[config.mk]
export PLATFORM = sky130hd
export DESIGN_NAME = ps2_rx
export DESIGN_NICKNAME = d
export VERILOG_FILES = /design/src/rtl/ps2_pkg.sv /design/src/rtl/ps2_fifo.sv /design/src/rtl/ps2_rx.sv
export SDC_FILE = /design/constraint.sdc
export NUM_CORES = 1
export LEC_CHECK = 0
export CORE_MARGIN = 2
export CORE_UTILIZATION = 35
export DETAILED_ROUTE_END_ITERATION = 16
export SKIP_LAST_GASP = 1
export SYNTH_ARGS = -nofsm -noshare
export SYNTH_HDL_FRONTEND = slang
export SYNTH_SLANG_ARGS = --single-unit
[constraint.sdc]
create_clock -name clk -period 3.8 [get_ports clk]
set_input_delay 0.38 -clock clk [delete_from_list [all_inputs] [get_ports clk]]
set_output_delay 0.38 -clock clk [all_outputs]
set_load 0.005 [all_outputs]
[src/rtl/ps2_pkg.sv]
// PS/2 receiver shared definitions.
// FSM encoding, frame constants and default parameter values.
package ps2_pkg;

  localparam logic [1:0] S_IDLE   = 2'd0;
  localparam logic [1:0] S_DATA   = 2'd1;
  localparam logic [1:0] S_PARITY = 2'd2;
  localparam logic [1:0] S_STOP   = 2'd3;

  localparam int   DATA_BITS = 8;
  localparam logic START_BIT = 1'b0;
  localparam logic STOP_BIT  = 1'b1;

  localparam int DEF_FIFO_DEPTH     = 8;
  localparam int DEF_TIMEOUT_CYCLES = 50000;

  // Odd parity: data bits plus parity bit must hold an odd count of ones.
  function automatic logic odd_ok(
    input logic [DATA_BITS-1:0] d,
    input logic                 p
  );
    return ^{d, p};
  endfunction

endpackage

[src/rtl/ps2_fifo.sv]
// Received-byte FIFO for the PS/2 receiver.
// Head is zero while empty; a push into a full FIFO is accepted only with a pop.
module ps2_fifo
  import ps2_pkg::*;
#(
  parameter int WIDTH = DATA_BITS,
  parameter int DEPTH = DEF_FIFO_DEPTH
) (
  input  logic             clk,
  input  logic             rst,
  input  logic             push,
  input  logic [WIDTH-1:0] push_data,
  input  logic             pop,
  output logic [WIDTH-1:0] head,
  output logic             full,
  output logic             empty
);

  localparam int AW = $clog2(DEPTH);

  logic [WIDTH-1:0] mem [DEPTH];
  logic [AW-1:0]    wptr;
  logic [AW-1:0]    rptr;
  logic [AW:0]      count;
  logic             do_push;
  logic             do_pop;

  assign empty   = (count == '0);
  assign full    = (count == (AW+1)'(DEPTH));
  assign do_pop  = pop & ~empty;
  assign do_push = push & (~full | do_pop);
  assign head    = empty ? '0 : mem[rptr];

  always_ff @(posedge clk) begin
    if (rst) begin
      wptr  <= '0;
      rptr  <= '0;
      count <= '0;
    end else begin
      if (do_push) wptr <= wptr + 1'b1;
      if (do_pop)  rptr <= rptr + 1'b1;
      count <= count + (AW+1)'(do_push)
                     - (AW+1)'(do_pop);
    end
  end

  always_ff @(posedge clk) begin
    if (do_push) mem[wptr] <= push_data;
  end

endmodule

[src/rtl/ps2_rx.sv]
// PS/2 device-to-host receiver: synchronizers, frame FSM,
// inactivity timeout and a received-byte FIFO.
module ps2_rx
  import ps2_pkg::*;
#(
  parameter int FIFO_DEPTH     = DEF_FIFO_DEPTH,
  parameter int TIMEOUT_CYCLES = DEF_TIMEOUT_CYCLES
) (
  input  logic       clk,
  input  logic       rst,
  input  logic       ps2_clk,
  input  logic       ps2_data,
  input  logic       rd_ready,
  output logic       rd_valid,
  output logic [7:0] rd_data,
  output logic       overflow,
  output logic       parity_err,
  output logic       frame_err
);

  localparam int TW = $clog2(TIMEOUT_CYCLES) + 1;
  localparam int BW = $clog2(DATA_BITS);

  logic                 clk_s1;
  logic                 clk_s2;
  logic                 clk_hist;
  logic                 dat_s1;
  logic                 dat_s2;
  logic [1:0]           state;
  logic [BW-1:0]        bit_cnt;
  logic [DATA_BITS-1:0] shreg;
  logic                 par_bit;
  logic [TW-1:0]        tcnt;
  logic                 fall;
  logic                 timeout;
  logic                 par_ok;
  logic                 push;
  logic                 full;
  logic                 empty;

  assign fall    = clk_hist & ~clk_s2;
  assign par_ok  = odd_ok(shreg, par_bit);
  assign timeout = (state != S_IDLE) & ~fall
                 & (tcnt == TW'(TIMEOUT_CYCLES - 1));
  assign push    = fall & (state == S_STOP)
                 & (dat_s2 == STOP_BIT) & par_ok;

  always_ff @(posedge clk) begin
    if (rst) begin
      clk_s1     <= 1'b1;
      clk_s2     <= 1'b1;
      clk_hist   <= 1'b1;
      dat_s1     <= 1'b1;
      dat_s2     <= 1'b1;
      state      <= S_IDLE;
      bit_cnt    <= '0;
      shreg      <= '0;
      par_bit    <= 1'b0;
      tcnt       <= '0;
      overflow   <= 1'b0;
      parity_err <= 1'b0;
      frame_err  <= 1'b0;
    end else begin
      clk_s1     <= ps2_clk;
      clk_s2     <= clk_s1;
      clk_hist   <= clk_s2;
      dat_s1     <= ps2_data;
      dat_s2     <= dat_s1;
      parity_err <= 1'b0;
      frame_err  <= 1'b0;

      if (state == S_IDLE || fall) tcnt <= '0;
      else                         tcnt <= tcnt + 1'b1;

      if (push & full & ~rd_ready) overflow <= 1'b1;

      if (timeout) begin
        state     <= S_IDLE;
        frame_err <= 1'b1;
      end else if (fall) begin
        unique case (state)
          S_IDLE: begin
            if (dat_s2 == START_BIT) begin
              state   <= S_DATA;
              bit_cnt <= '0;
            end
          end
          S_DATA: begin
            // LSB arrives first, so shift in from the top.
            shreg   <= {dat_s2, shreg[DATA_BITS-1:1]};
            bit_cnt <= bit_cnt + 1'b1;
            if (bit_cnt == BW'(DATA_BITS - 1))
              state <= S_PARITY;
          end
          S_PARITY: begin
            par_bit <= dat_s2;
            state   <= S_STOP;
          end
          S_STOP: begin
            parity_err <= ~par_ok;
            frame_err  <= (dat_s2 != STOP_BIT);
            state      <= S_IDLE;
          end
        endcase
      end
    end
  end

  ps2_fifo #(
    .WIDTH (DATA_BITS),
    .DEPTH (FIFO_DEPTH)
  ) u_fifo (
    .clk       (clk),
    .rst       (rst),
    .push      (push),
    .push_data (shreg),
    .pop       (rd_ready),
    .head      (rd_data),
    .full      (full),
    .empty     (empty)
  );

  assign rd_valid = ~empty;

endmodule
# Word level (Yosys, flattened, before mapping)
# Memory sizes are Yosys's and may differ from the RTL's. A register that Yosys moved wholly into a read port is not among the register bits.
# Index checks and enable logic that the tools add are counted.
[totals] ramBits=64 reg_bits=49 mem_count=1 inputBits=5 output_inout_bits=12
[memory_table] name="u_fifo.mem" words=8 word_bits=8 rd=1 rd_clocked_by_memory_dff=1 wr=1 line="ps2_fifo.sv:21" source="logic [WIDTH-1:0] mem [DEPTH];"
[op_classes] n_eq_ne=8 add_sub_neg=6 n_mux=13 bitwise=20 reduce_logical=13
[op_table] op="$add 17x1->17 const B" count=1
[op_table] op="$eq 17x16->1 const B" count=1
[op_table] op="$and 1x1->1" count=10
[op_table] op="$add 3x1->3 const B" count=3
[op_table] op="$mux 3" count=3
[op_table] op="$not 1->1" count=9
[op_table] op="$reduce_and 3->1" count=3
[op_table] op="$reduce_xor 9->1" count=1
[op_table] op="$mux 8" count=1
[op_table] op="$pmux 2 s4" count=1
[op_table] op="$pmux 3 s2" count=1
[op_table] op="$mux 1" count=5
[op_table] op="$add 4x1->4" count=1
[op_table] op="$eq 2x2->1 const B" count=2
[op_table] op="$eq 4x4->1 const B" count=1
[op_table] op="$logic_not 4->1" count=1
[op_table] op="$mux 2" count=2
[op_table] op="$ne 2x2->1 const B" count=2
[op_table] op="$reduce_and 4->1" count=1
[op_table] op="$reduce_bool 2->1" count=2
[op_table] op="$reduce_or 2->1" count=2
[op_table] op="$reduce_or 4->1" count=1
[op_table] op="$sub 4x1->4" count=1
[op_table] op="$eq 3x3->1 const B" count=1
[op_table] op="other kinds (4)" count=4

# Longest topological paths before layout
[logic_depth] word_depth=8 ltp_mapped=14

# By module
# A second synthesis with hierarchy kept.
[hier_totals] hier_cells=362 area_unflattened_um2=4874.7
[modules_own_cells] mod="ps2_fifo" cells_each=178 area_per_inst_um2=3119.2 seq_area_each_um2=2182.1 instances=1
[modules_own_cells] mod="ps2_rx" cells_each=184 area_per_inst_um2=1755.4 seq_area_each_um2=780.7 instances=1

# Worst setup path before layout
# No wires, ideal clock.
[synth_timing] path_type="reg2reg" from="register shreg[2]" to="memory u_fifo.mem[0][0] in the netlist's numbering (enable)" path_buffers=1 t_required_ps=3405 setup_ps=395 t_arrival_ps=2357 stages_incl_launch_ff=6 path_slack_ps=1049 cell_sequence="dfxtp_1 -> xor2_1 -> xnor3_2 -> mux2_4 -> buf_6 -> nor4_1"
[synth_via] elab_chain_len=5
[synth_lines] item="start: declaration" line="ps2_rx.sv:31" source="logic [DATA_BITS-1:0] shreg;"
[synth_lines] item="start signal: assignment" line="ps2_rx.sv:90" source="shreg <= {dat_s2, shreg[DATA_BITS-1:1]};"
[synth_lines] item="$reduce_xor 9->1" line="ps2_pkg.sv:22" source="return ^{d, p};"
[synth_lines] item="$and 1x1->1" line="ps2_rx.sv:46" source="& (dat_s2 == STOP_BIT) & par_ok;"
[synth_lines] item="$and 1x1->1" line="ps2_fifo.sv:31" source="assign do_push = push & (~full | do_pop);"
[synth_lines] item="$mux 1" line="ps2_fifo.sv:48" source="if (do_push) mem[wptr] <= push_data;"
[synth_lines] item="$mux 1 (not written as such)" line="ps2_fifo.sv:48"
[synth_lines] item="end: declaration" line="ps2_fifo.sv:21"
# No other way between the ends.

# Final worst setup path
[layout_timing] from="register shreg[2]" to="memory u_fifo.mem[5][1] in the netlist's numbering (enable)"
# The elaborated chain is that of the path after synthesis.

==> results.txt <==
----------------------------------------------------
[Worst hold path]
  Terminating pin of the worst hold path ... dat_s2
  Worst min-delay path category ... reg -> reg
  Startpoint of the worst hold path ... dat_s1
  Cells on Worst Hold Path ... 1

[Timing]
  Count of endpoints failing hold in the final timing report ... 0
  Number of pins with negative max-slew slack in the final report ... 0
  Final period utilization ... 75.0%
  Post-route minimum period ... 2.85 ns
  Measured slew at the worst slew-check pin ... 1.00 ns
  Final Skew ... 0.00825 ns
  Setup Total Neg Slack ... 0 ns
  Unrepaired setup endpoints after global routing ... no
  Final setup fails ... 0
  Max Freq ... 0.351 GHz
  Headroom to the max-slew limit ... 32.8%

[Setup path]
  Critical-path maximum fanout ... 11
  CP Data Arrival Time ... 2.88 ns
  Required time reported for the critical path endpoint ... 3.83 ns
  Crit path max-delay cell type ... sky130_fd_sc_hd__nor4b_2
  Element type at the critical path end ... flip-flop
  End of the worst register-to-register path ... u_fifo.mem[5][1]
  Worst reg2reg path startpoint ... shreg[2]
  Slack of the worst reg-to-reg path ... 0.95 ns
  R2r worst-path depth ... 4
  Critical Path, Cell by Cell ... xor2_1, xnor3_2, mux2_4, nor4b_2
  Startpoint kind of the worst setup timing path ... flip-flop
  Slowest Stage Delay on Critical Path ... 0.84 ns
  WS Path Type ... reg -> reg

[Detailed routing]
  Average wire per standard cell ... 14.9 um
  Final Routed Wirelength ... 8.68 mm
  Number of remaining DRC errors ... 0
  Violation count after the first detailed-routing iteration ... 95
  Post-detailed-route via-to-cell ratio ... 4.83
  Number of optimization iterations in the first detailed-route pass ... 4
  Number of vias after detailed routing ... 2822
  Post-detailed-route count of antenna-violating nets ... 0

[Yosys]
  FFs w/ async S/R, synth ... 0%
  Number of synthesized flops with an enable pin ... 64
  Total standard cell area after synthesis ... 4900 um2
  Commonest register cell after synthesis ... sky130_fd_sc_hd__edfxtp_1
  Syn Nets ... 384
  FF+latch count, synth ... 116
  Synth Area per Inst ... 13.5 um2
  Synth cell types ... 49
  Sequential cell area fraction in the yosys report ... 60.5%
  Gate count after technology mapping ... 363
  Synth warnings ... 0

[Finish]
  Number of antenna cells inserted ... 0
  Final Non-Filler Cells ... 584
  Area growth from synthesis to final layout ... 19.8%
  Most common library cell in the layout ignoring fill and taps ... sky130_fd_sc_hd__edfxtp_1
  Proportion of layout cells with a drive suffix above 1 ... 16.6%
  Area of all placed cells without fillers ... 5870 um2
  Fin nets ... 412
  Most frequent cells in the layout ... 64 x sky130_fd_sc_hd__edfxtp_1, 52 x sky130_fd_sc_hd__dfxtp_1, 42 x sky130_fd_sc_hd__nor2_1, 20 x sky130_fd_sc_hd__mux2i_1

[Floorplanning]
  Row count ... 43
  Io pins ... 17
  Area of the die ... 15000 um2
  Height of the die ... 122 um
  Core region area ... 13800 um2
  Initial core utilization ... 35.6%
  Die span in x ... 122 um

[Placed design]
  Placement Cell Area ... 5280 um2
  Hpwl dp ... 5.64 mm
  Port buffer count ... 16
  Placed cell count ... 552
  GPL Wtd Cong ... 0.755

[Power and ir drop]
  Post-layout total power ... 0.00359 W
  Power Dens Cells ... 612 nW/um2
  Maximum vdd ir drop ... 342 uV
  Static leakage ... 2.04 nW

[Global route]
  Pin count of the biggest net entering global routing ... 39
  Via count of the first global-routing pass ... 2866
  Wire length of the first global-routing pass ... 14.7 mm
  GR Util All Layers ... 13.1%
  Initial antenna violation count ... 0
  Remaining global-route overflow ... 0

[CTS]
  Cell at the root of the clock tree ... sky130_fd_sc_hd__clkbuf_16
  Clock insertion delay at the later pin of the skew report ... 0.41 ns
  TritonCTS sink count ... 116
  Number of H-tree levels ... 4
  CTS Hold Buffers Added ... 0
  CTS buffer count ... 17
  Clock-pin slew on the worst setup and hold paths ... 0.05 ns
  Quantity of gates resized following cts ... 0
  TritonCTS clock tree ... yes
  Number of buffers on the longest clock path ... 2
  Setup Buffers After CTS ... 0

[Outcome]
  Status ... finished clean

[Flow run]
  Max-cap viol count ... 0

----------------------------------------------------
synthesized netlist by cell type (all sizes together) (2+ instances only):
cell type	instances	share of area [%]
and3	2	0.26
nand2	13	1.0
nand2b	4	0.51
nor2	42	3.2
xnor3	2	0.95
inv	17	1.3
mux4	16	7.4
edfxtp	64	39
dfxtp	52	21
mux2i	20	4.1
and2	2	0.26
xor2	4	0.72
nor3	7	0.72
a21oi	7	0.72
buf	6	0.66
xnor2	15	2.7
ha	15	3.8
or3	5	0.64
o31ai	2	0.31
mux2	3	0.77
o21ai	2	0.20
or2	6	0.77
nor2b	5	0.64
a32oi	2	0.36
clkbuf	9	0.69
nor4b	2	0.79
nor4	8	1.0
o2111ai	2	0.36
or4	3	0.46
nand3	7	0.72
nand4	4	0.51
o211ai	3	0.46
worst max-delay path, delay by kind of cell (launching register included):
family | cells | cell delay [ns]
xor gates and xnor gates | 2 | 0.71
DFF | 1 | 0.53
muxes | 1 | 0.39
and+or+nand+nor | 1 | 0.84
per-stage QoR:
step           hold slack [ns]  setup WS [ns]  utilization [%]
2_1_floorplan            0.389           1.05                -
3_3_place_gp             0.392          0.979             38.3
3_5_place_dp             0.396          0.876             38.3
4_1_cts                  0.409          0.893             42.6
5_1_grt                  0.424          0.750             42.6
6_report                 0.406          0.949             42.6
flip-flops by register name (all words and copies together), names as in the netlist, 2 cells and up, named ones only:
register,flops
u_fifo.wptr,3
shreg,8
tcnt,17
bit_cnt,3
u_fifo.count,4
u_fifo.rptr,3
state,2
u_fifo.mem,64
per-layer routing:
metal	vias up	part of all wire, %	track usage, %
li1	1392	-	-
met1	1373	49	17.3
met2	48	46	20.1
met3	9	3.5	3.95
met4	0	1.2	5.17
met5	-	0	0
worst max path at each step:
stage                        start                to  slack (ns)  cells after the start
after floorplan           shreg[2]  u_fifo.mem[0][0]        1.05                      5
final                     shreg[2]  u_fifo.mem[5][1]        0.95                      4
after CTS                 shreg[1]  u_fifo.mem[5][2]        0.89                      4
after global routing      shreg[2]  u_fifo.mem[5][1]        0.75                      4
after global placement    rd_ready  u_fifo.mem[5][5]        0.98                      5
after detailed placement  rd_ready  u_fifo.mem[5][5]        0.88                      5
cell families after synthesis:
| family | after synthesis | share of synthesized area (%) |
|---|---|---|
| flops | 116 | 60.5 |
| simple gates | 115 | 12.4 |
| mux | 39 | 12.2 |
| buf+inv | 32 | 2.66 |
| compound gates | 23 | 3.19 |
| xor+xnor | 22 | 4.83 |
| fa+ha+maj | 16 | 4.24 |
area by class of cell:
class / count / area (um2)
Timing Repair Buffer: 24 / 220
Clock buffer: 18 / 429
Clock inverter: 14 / 161
Multi-Input combinational cell: 215 / 1800
Fill cell: 1290 / 7910
Inverter: 17 / 63.8
Tap cell: 180 / 225
Sequential cell: 116 / 2960
power breakdown:
| group | internal (W) | switching (W) |
|---|---|---|
| logic | 0.000358 | 0.000269 |
| clock network | 0.00102 | 0.000553 |
| registers | 0.00135 | 0.0000396 |
| total | 0.00273 | 0.000861 |
(Power assumes the default switching activity.)
